`src/rtl/crc_pkg.sv`:
```
// Shared types and well-known generator polynomials for the CRC stream engine.
package crc_pkg;

  typedef enum logic [1:0] {
    StIdle,
    StBusy,
    StDone
  } state_e;

  localparam logic [7:0]  CRC8_POLY        = 8'h07;
  localparam logic [15:0] CRC16_CCITT_POLY = 16'h1021;
  localparam logic [31:0] CRC32_POLY       = 32'h04C11DB7;

endpackage

```
`src/rtl/crc_beat_update.sv`:
```
// Combinational CRC advance over one full data beat, one shift-register step per bit.
module crc_beat_update #(
  parameter int unsigned CRC_WIDTH  = 8,
  parameter int unsigned DATA_WIDTH = 8,
  parameter bit          REFLECT_IN = 1'b0
) (
  input  logic [CRC_WIDTH-1:0]  crc_in,
  input  logic [CRC_WIDTH-1:0]  poly,
  input  logic [DATA_WIDTH-1:0] data,
  output logic [CRC_WIDTH-1:0]  crc_out
);

  logic fb;

  always_comb begin
    crc_out = crc_in;
    fb      = 1'b0;
    for (int unsigned i = 0; i < DATA_WIDTH; i++) begin
      fb      = crc_out[CRC_WIDTH-1] ^ (REFLECT_IN ? data[i] : data[DATA_WIDTH-1-i]);
      crc_out = {crc_out[CRC_WIDTH-2:0], 1'b0} ^ (fb ? poly : '0);
    end
  end

endmodule

```
`src/rtl/crc_stream_engine.sv`:
```
// Streaming CRC engine: accepts beats of a frame, then presents the final CRC until consumed.
module crc_stream_engine
  import crc_pkg::*;
#(
  parameter int unsigned CRC_WIDTH   = 8,
  parameter int unsigned DATA_WIDTH  = 8,
  parameter bit          REFLECT_IN  = 1'b0,
  parameter bit          REFLECT_OUT = 1'b0
) (
  input  logic                  clk,
  input  logic                  rst_n,
  input  logic                  s_valid,
  output logic                  s_ready,
  input  logic [DATA_WIDTH-1:0] s_data,
  input  logic                  s_last,
  input  logic                  abort,
  input  logic [CRC_WIDTH-1:0]  crc_init,
  input  logic [CRC_WIDTH-1:0]  crc_poly,
  input  logic [CRC_WIDTH-1:0]  crc_xorout,
  input  logic [CRC_WIDTH-1:0]  chk_value,
  output logic                  m_valid,
  input  logic                  m_ready,
  output logic [CRC_WIDTH-1:0]  m_crc,
  output logic                  m_match,
  output logic [15:0]           m_beats
);

  state_e               state_q;
  logic [CRC_WIDTH-1:0] crc_q, poly_q, xorout_q, chk_q;
  logic [CRC_WIDTH-1:0] seed, poly_sel, xorout_sel, chk_sel;
  logic [CRC_WIDTH-1:0] crc_next, crc_ref, crc_final;
  logic [15:0]          beats_q, beats_next;
  logic                 first;

  assign s_ready = (state_q != StDone);
  assign first   = (state_q == StIdle);

  // The first beat of a frame works from the live config; later beats use the latched copy.
  always_comb begin
    seed       = first ? crc_init   : crc_q;
    poly_sel   = first ? crc_poly   : poly_q;
    xorout_sel = first ? crc_xorout : xorout_q;
    chk_sel    = first ? chk_value  : chk_q;
    if (first) begin
      beats_next = 16'd1;
    end else if (beats_q == 16'hFFFF) begin
      beats_next = beats_q;
    end else begin
      beats_next = beats_q + 16'd1;
    end
  end

  crc_beat_update #(
    .CRC_WIDTH  (CRC_WIDTH),
    .DATA_WIDTH (DATA_WIDTH),
    .REFLECT_IN (REFLECT_IN)
  ) u_beat_update (
    .crc_in  (seed),
    .poly    (poly_sel),
    .data    (s_data),
    .crc_out (crc_next)
  );

  always_comb begin
    crc_ref = crc_next;
    if (REFLECT_OUT) begin
      for (int unsigned i = 0; i < CRC_WIDTH; i++) begin
        crc_ref[i] = crc_next[CRC_WIDTH-1-i];
      end
    end
    crc_final = crc_ref ^ xorout_sel;
  end

  always_ff @(posedge clk or negedge rst_n) begin
    if (!rst_n) begin
      state_q  <= StIdle;
      crc_q    <= '0;
      poly_q   <= '0;
      xorout_q <= '0;
      chk_q    <= '0;
      beats_q  <= '0;
      m_valid  <= 1'b0;
      m_crc    <= '0;
      m_match  <= 1'b0;
      m_beats  <= '0;
    end else begin
      case (state_q)
        StIdle, StBusy: begin
          // abort wins over a beat presented in the same cycle
          if (abort) begin
            state_q <= StIdle;
          end else if (s_valid) begin
            crc_q   <= crc_next;
            beats_q <= beats_next;
            if (first) begin
              poly_q   <= crc_poly;
              xorout_q <= crc_xorout;
              chk_q    <= chk_value;
            end
            if (s_last) begin
              state_q <= StDone;
              m_valid <= 1'b1;
              m_crc   <= crc_final;
              m_match <= (crc_final == chk_sel);
              m_beats <= beats_next;
            end else begin
              state_q <= StBusy;
            end
          end
        end
        StDone: begin
          if (m_ready) begin
            m_valid <= 1'b0;
            state_q <= StIdle;
          end
        end
        default: state_q <= StIdle;
      endcase
    end
  end

endmodule

```
`config.mk`:
```
export PLATFORM = sky130hd
export DESIGN_NAME = crc_stream_engine
export DESIGN_NICKNAME = d
export VERILOG_FILES = /design/src/rtl/crc_pkg.sv /design/src/rtl/crc_beat_update.sv /design/src/rtl/crc_stream_engine.sv
export SDC_FILE = /design/constraint.sdc
export NUM_CORES = 1
export LEC_CHECK = 0
export CORE_MARGIN = 2
export CORE_UTILIZATION = 58
export CTS_CLUSTER_DIAMETER = 120
export CTS_CLUSTER_SIZE = 16
export DETAILED_ROUTE_END_ITERATION = 12
export GPL_ROUTABILITY_DRIVEN = 0
export PLACE_DENSITY = 0.8
export SYNTH_ARGS = -nofsm -noshare
export SYNTH_HDL_FRONTEND = slang
export SYNTH_SLANG_ARGS = --single-unit
```
`constraint.sdc`:
```
create_clock -name clk -period 6.9 [get_ports clk]
set_input_delay 1.035 -clock clk [delete_from_list [all_inputs] [get_ports clk]]
set_output_delay 1.035 -clock clk [all_outputs]
set_load 0.01 [all_outputs]
```
# == Yosys cells after proc, flatten, opt, wreduce, memory -nomap -nowiden ==
# Cells that the tools add are included.
# word_totals
regBits,76
input_bits,46
out_inout_bits,27
# classes
addsub,1
eq_ne,10
muxes,24
n_bitwise,18
n_reduce_logical,7
# ops
op,count
$mux 8,12
$xor 8x8->8,9
$mux 16,2
$add 16x1->16 const B,1
$eq 16x16->1 const B,1
$ne 2x2->1 const B,5
$eq 8x8->1,1
$mux 2,4
$xor 1x1->1,8
$reduce_and 5->1,1
$mux 1,4
$pmux 2 s2,1
$reduce_and 4->1,1
$ne 3x3->1 const B,1
$reduce_and 3->1,1
$eq 2x1->1 const B,1
$eq 2x2->1 const B,1
$logic_not 2->1,1
$pmux 1 s2,1
$reduce_and 2->1,1
$reduce_bool 2->1,1
$reduce_or 2->1,1
$not 1->1,1

# == Depth between registers and ports, before layout ==
# logic_depth
ltp_word,28
mapped_depth,20
depth_no_buf,16

# == Modules after synthesis ==
# From an unflattened synthesis, not the netlist that was laid out.
# hier_totals
hier_cells,618
area_unflattened_um2,5411.4
# by_module_without_submodules
module,instances,cells_per_inst,area_per_inst_um2
crc_stream_engine,1,419,4001.3
crc_beat_update,1,199,1410.1

# == Least setup slack after synthesis ==
# No wires, ideal clock.
# synth_path
path_type,in2reg
startpoint,in crc_init[7]
endpoint,reg m_match
setup_time_ns,0.092
t_arrival_ns,5.349
t_required_ns,6.808
setup_slack_ns,1.460
cell_stages,16
n_path_buf,0
cell_sequence,or3b_1 -> and3b_1 -> nor4_4 -> a221o_1 -> o221ai_4 -> mux2_4 -> xnor2_2 -> or4_4 -> nand4_1 -> nor3b_4 -> o21ai_1 -> a21oi_1 -> mux2_1 -> a2111oi_0 -> nand4_1 -> o31ai_2
# synth_between
elab_chain_cells,27
# synth_rtl
element,line,text
start: declaration,crc_stream_engine.sv:17,"input logic [CRC_WIDTH-1:0] crc_init,"
$mux 8 *,crc_stream_engine.sv:40,seed = first ? crc_init : crc_q;
$xor 1x1->1 *,crc_beat_update.sv:19,fb = crc_out[CRC_WIDTH-1] ^ (REFLECT_IN ? data[i] : data[DATA_WIDTH-1-i]);
$mux 8 *,crc_beat_update.sv:20,"crc_out = {crc_out[CRC_WIDTH-2:0], 1'b0} ^ (fb ? poly : '0);"
$xor 8x8->8 *,crc_beat_update.sv:20,
$xor 1x1->1,crc_beat_update.sv:19,
$mux 8,crc_beat_update.sv:20,
$xor 8x8->8 *,crc_beat_update.sv:20,
$xor 1x1->1,crc_beat_update.sv:19,
[11 not listed],n/a,
$xor 1x1->1,crc_beat_update.sv:19,
$mux 8,crc_beat_update.sv:20,
$xor 8x8->8 *,crc_beat_update.sv:20,
$xor 1x1->1,crc_beat_update.sv:19,
$mux 8,crc_beat_update.sv:20,
$xor 8x8->8 *,crc_beat_update.sv:20,
$xor 8x8->8 *,crc_stream_engine.sv:71,crc_final = crc_ref ^ xorout_sel;
$eq 8x8->1 *,crc_stream_engine.sv:104,m_match <= (crc_final == chk_sel);
end signal: assignment,crc_stream_engine.sv:104,
end: declaration,crc_stream_engine.sv:24,"output logic m_match,"
# Every way passes the cells marked *; elsewhere a longest branch is shown, timed or not.
# A chain may end at the register's enable or synchronous reset.

# == Worst setup path in the final report ==
# Ends and elaborated chain as after synthesis.

==> insert_results.sql <==
INSERT INTO impl_metrics (metric_group, metric, value, unit) VALUES
('min_path', 'timing.hold.worst.class', 'flip-flop to flip-flop', ''),
('drt', 'detailedRoute.firstIterationViolations', '487', ''),
('drt', 'number_of_vias_after_detailed_routing', '6348', ''),
('die', 'rows', '37', ''),
('final_layout', 'final_layout_size_suffix_gt1_frac', '0.106', ''),
('die', 'die_h', '108', 'um'),
('critical_path', 'cp_num_cells', '18', ''),
('global_route', 'grt_pass1_wl', '29800', 'um'),
('sta', 'final.min_clock_period', '6.23', 'ns'),
('critical_path', 'worstPathBufferInverterCount', '2', ''),
('clocking', 'post_cts_buffers', '0', ''),
('synthesis', 'synth_commonest_cells', '106 x nand2_1, 78 x o21ai_0, 76 x dfrtp_1, 52 x nor2_1, 45 x xnor2_1', ''),
('synthesis', 'synth_seq_area_share', '0.303', ''),
('power_and_ir_drop', 'switching_share', '0.505', ''),
('run', 'max_cap_viol_count', '0', ''),
('global_route', 'grt_pass1_vias', '5896', ''),
('power_and_ir_drop', 'p_per_area', '428', 'mW/mm^2'),
('synthesis', 'dominantRegCellSynth', 'dfrtp_1', ''),
('final_layout', 'layout.filler_cells', '898', ''),
('drt', 'route.detailed.vias_per_inst', '6.62', ''),
('clocking', 'cts.sink_count', '76', ''),
('drt', 'detail_route.drc_violations', '0', ''),
('clocking', 'cts_buffers', '9', ''),
('drt', 'final_antenna_net_count', '0', ''),
('synthesis', 'synth_largest_type_area_fraction', '0.303', ''),
('sta', 'grt_setup_unrepaired', 'false', ''),
('global_route', 'grt_use_total', '0.324', ''),
('critical_path', 'worstPathArrival', '6.50', 'ns'),
('synthesis', 'ys_warn_count', '0', ''),
('min_path', 'holdPathStages', '1', ''),
('sta', 'timing.final.crit_share', '0.903', ''),
('die', 'die_width', '108', 'um'),
('clocking', 'ctsHtreeMaxLevel', '3', ''),
('sta', 'slew_headroom', '0.171', ''),
('sta', 'setup-violations-final', '0', ''),
('die', 'core', '0.0104', 'mm^2'),
('drt', 'wl', '18700', 'um'),
('critical_path', 'critical_path.cell_chain', 'clkdlybuf4s50_1 -> or3b_1 -> and3b_1 -> nor4_4 -> a221o_1 -> o221ai_4 -> buf_4 -> a2111oi_4 -> o21a_1 -> or2_1 -> mux2i_2 -> and3_1 -> o21ai_1 -> a21oi_1 -> mux2i_1 -> a2111oi_0 -> nand4_1 -> o31ai_2', ''),
('critical_path', 'endpoint_kind', 'flip-flop', ''),
('synthesis', 'postSynthRegisterBits', '76', ''),
('sta', 'timing_hold_violations_final', '0', ''),
('clocking', 'postCtsHoldBufs', '0', ''),
('synthesis', 'synthTopCellsByArea', 'dfrtp_1 30%, nand2_1 6.3%, xnor2_1 6.3%', ''),
('critical_path', 'critical_path_peak_fanout', '21', ''),
('sta', 'achievable-frequency', '160', 'MHz'),
('die', 'pin_count', '73', ''),
('sta', 'worstMarginPinSlew', '1.24', 'ns'),
('global_route', 'globalRouteOverflowTotal', '0', ''),
('run_status', 'outcome', 'complete, no violations', ''),
('synthesis', 'cell_variety_after_synth', '85', ''),
('placement', 'place.port_buffers', '72', ''),
('die', 'fp.dieArea', '0.0117', 'mm^2'),
('power_and_ir_drop', 'static-leakage-power', '2.86', 'nW'),
('global_route', 'grt_max_degree', '77', ''),
('power_and_ir_drop', 'irDropWorstVdd', '378', 'uV'),
('clocking', 'cts-resized-gates', '0', ''),
('final_layout', 'antenna-diode-count', '0', ''),
('synthesis', 'syn_area', '0.00628', 'mm^2'),
('critical_path', 'required_time_at_the_worst_slack_endpoint', '7.16', 'ns'),
('power_and_ir_drop', 'comb_power_share', '0.693', ''),
('synthesis', 'postSynthCellCount', '766', ''),
('sta', 'clock_skew', '0.0129', 'ns'),
('die', 'start_util', '0.603', ''),
('synthesis', 'synth-edff-count', '0', ''),
('drt', 'avgRoutedWirePerCell', '19.5', 'um'),
('drt', 'drt_first_pass_iters', '5', ''),
('critical_path', 'max_stage_delay', '0.65', 'ns'),
('clocking', 'tritoncts', 'yes', ''),
('clocking', 'cts.path.max_buffers', '2', ''),
('power_and_ir_drop', 'power_frac_clock', '0.107', ''),
('sta', 'drv_slew', '0', '');
## per-layer routing
layer	vias up	wire [um]	GRT usage
li1	2908	-	-
met1	2968	7580	0.437
met2	399	8530	0.512
met3	73	1820	0.0603
met4	0	747	0.136
met5	-	0	0
## cells in the final DEF (no fill, tap or decap), drive strengths merged, types with 3 or more instances in the layout
cell type,synthesis,layout
a2111oi,4,4
a211oi,4,4
a21boi,3,3
a21o,6,6
a21oi,43,43
a221oi,3,3
a22o,3,3
a31oi,14,14
a32oi,3,3
and2,6,6
and3,6,6
buf,16,17
clkbuf,31,9
clkdlybuf4s50,0,71
dfrtp,76,76
inv,6,10
mux2,23,23
mux2i,31,31
nand2,106,106
nand2b,5,5
nand3,29,29
nand3b,3,3
nand4,9,9
nor2,56,56
nor3,26,26
nor3b,5,5
nor4,6,6
nor4b,4,4
o211ai,11,11
o21a,8,8
o21ai,83,83
o22ai,10,10
o31ai,11,11
or2,4,4
or3,5,5
or3b,4,4
or4,4,4
xnor2,47,47
xor2,25,25
## registers in the layout, summed over array words and instances, names as in the netlist
register and count:
xorout_q 8, chk_q 8, m_crc 8, m_valid 1, state_q 2, crc_q 8, m_match 1, poly_q 8
m_beats 16, beats_q 16
## path summary, 6_finish.rpt
| check | from | slack (ns) | endpoint |
|---|---|---|---|
| worst max-delay path | crc_init[7] | 0.67 | m_match$_DFFE_PN0P_ |
| worst min-delay path | m_beats[13]$_DFFE_PN0P_ | 0.48 | m_beats[13]$_DFFE_PN0P_ |
| worst max register to register | state_q[0]$_DFFE_PN0P_ | 0.93 | m_match$_DFFE_PN0P_ |
| worst min register to register | m_beats[13]$_DFFE_PN0P_ | 0.48 | m_beats[13]$_DFFE_PN0P_ |
| max in group asynchronous | rst_n | 5.45 | crc_q[7]$_DFFE_PN0P_ |
| min in group asynchronous | rst_n | 0.82 | m_crc[4]$_DFFE_PN0P_ |
## cell families (layout without fill, tap and decap cells)
logic type / count (synthesis) / after routing / share of synthesized area
DFF: 76 / 76 / 0.303
xor gates and xnor gates: 72 / 72 / 0.103
muxes: 54 / 54 / 0.0919
AOI/OAI and AO/OA: 227 / 227 / 0.239
and+or+nand+nor: 283 / 283 / 0.225
adders and majority gates: 1 / 1 / 0.00199
buffers and inverters: 53 / 110 / 0.0369
## final cells by class
| cell class | instances | area [um^2] | share of cell area |
|---|---|---|---|
| multi-input combinational | 637 | 4150 | 0.571 |
| sequential | 76 | 1900 | 0.262 |
| timing repair buffer | 88 | 838 | 0.115 |
| tap | 136 | 170 | 0.0234 |
| clock buffer | 9 | 124 | 0.0171 |
| clock inverter | 7 | 57.6 | 0.00792 |
| inverter | 6 | 22.5 | 0.00310 |
## power groups by stage
stage	combinational [mW]	clock, mW	sequential, mW
after floorplan	1.54	0	0.612
after global routing	2.29	0.358	0.633
after CTS	2.10	0.341	0.620
final	2.15	0.332	0.622
after global placement	2.03	0	0.622
after detailed placement	2.08	0	0.628
## metrics by stage
stage | instance area, um^2 | worst slack (ns) | power [mW] | hold WS, ns | cells
2_1_floorplan | 6280 | 1.46 | 2.16 | 0.445 | 766
3_3_place_gp | 7080 | 0.649 | 2.65 | 0.462 | 943
5_1_grt | 7260 | 0.345 | 3.28 | 0.500 | 959
6_report | 7260 | 0.667 | 3.11 | 0.484 | 959
4_1_cts | 7260 | 0.726 | 3.06 | 0.490 | 959
3_5_place_dp | 7080 | 0.402 | 2.71 | 0.469 | 943
Note: power is estimated with default switching activity, not from simulation.
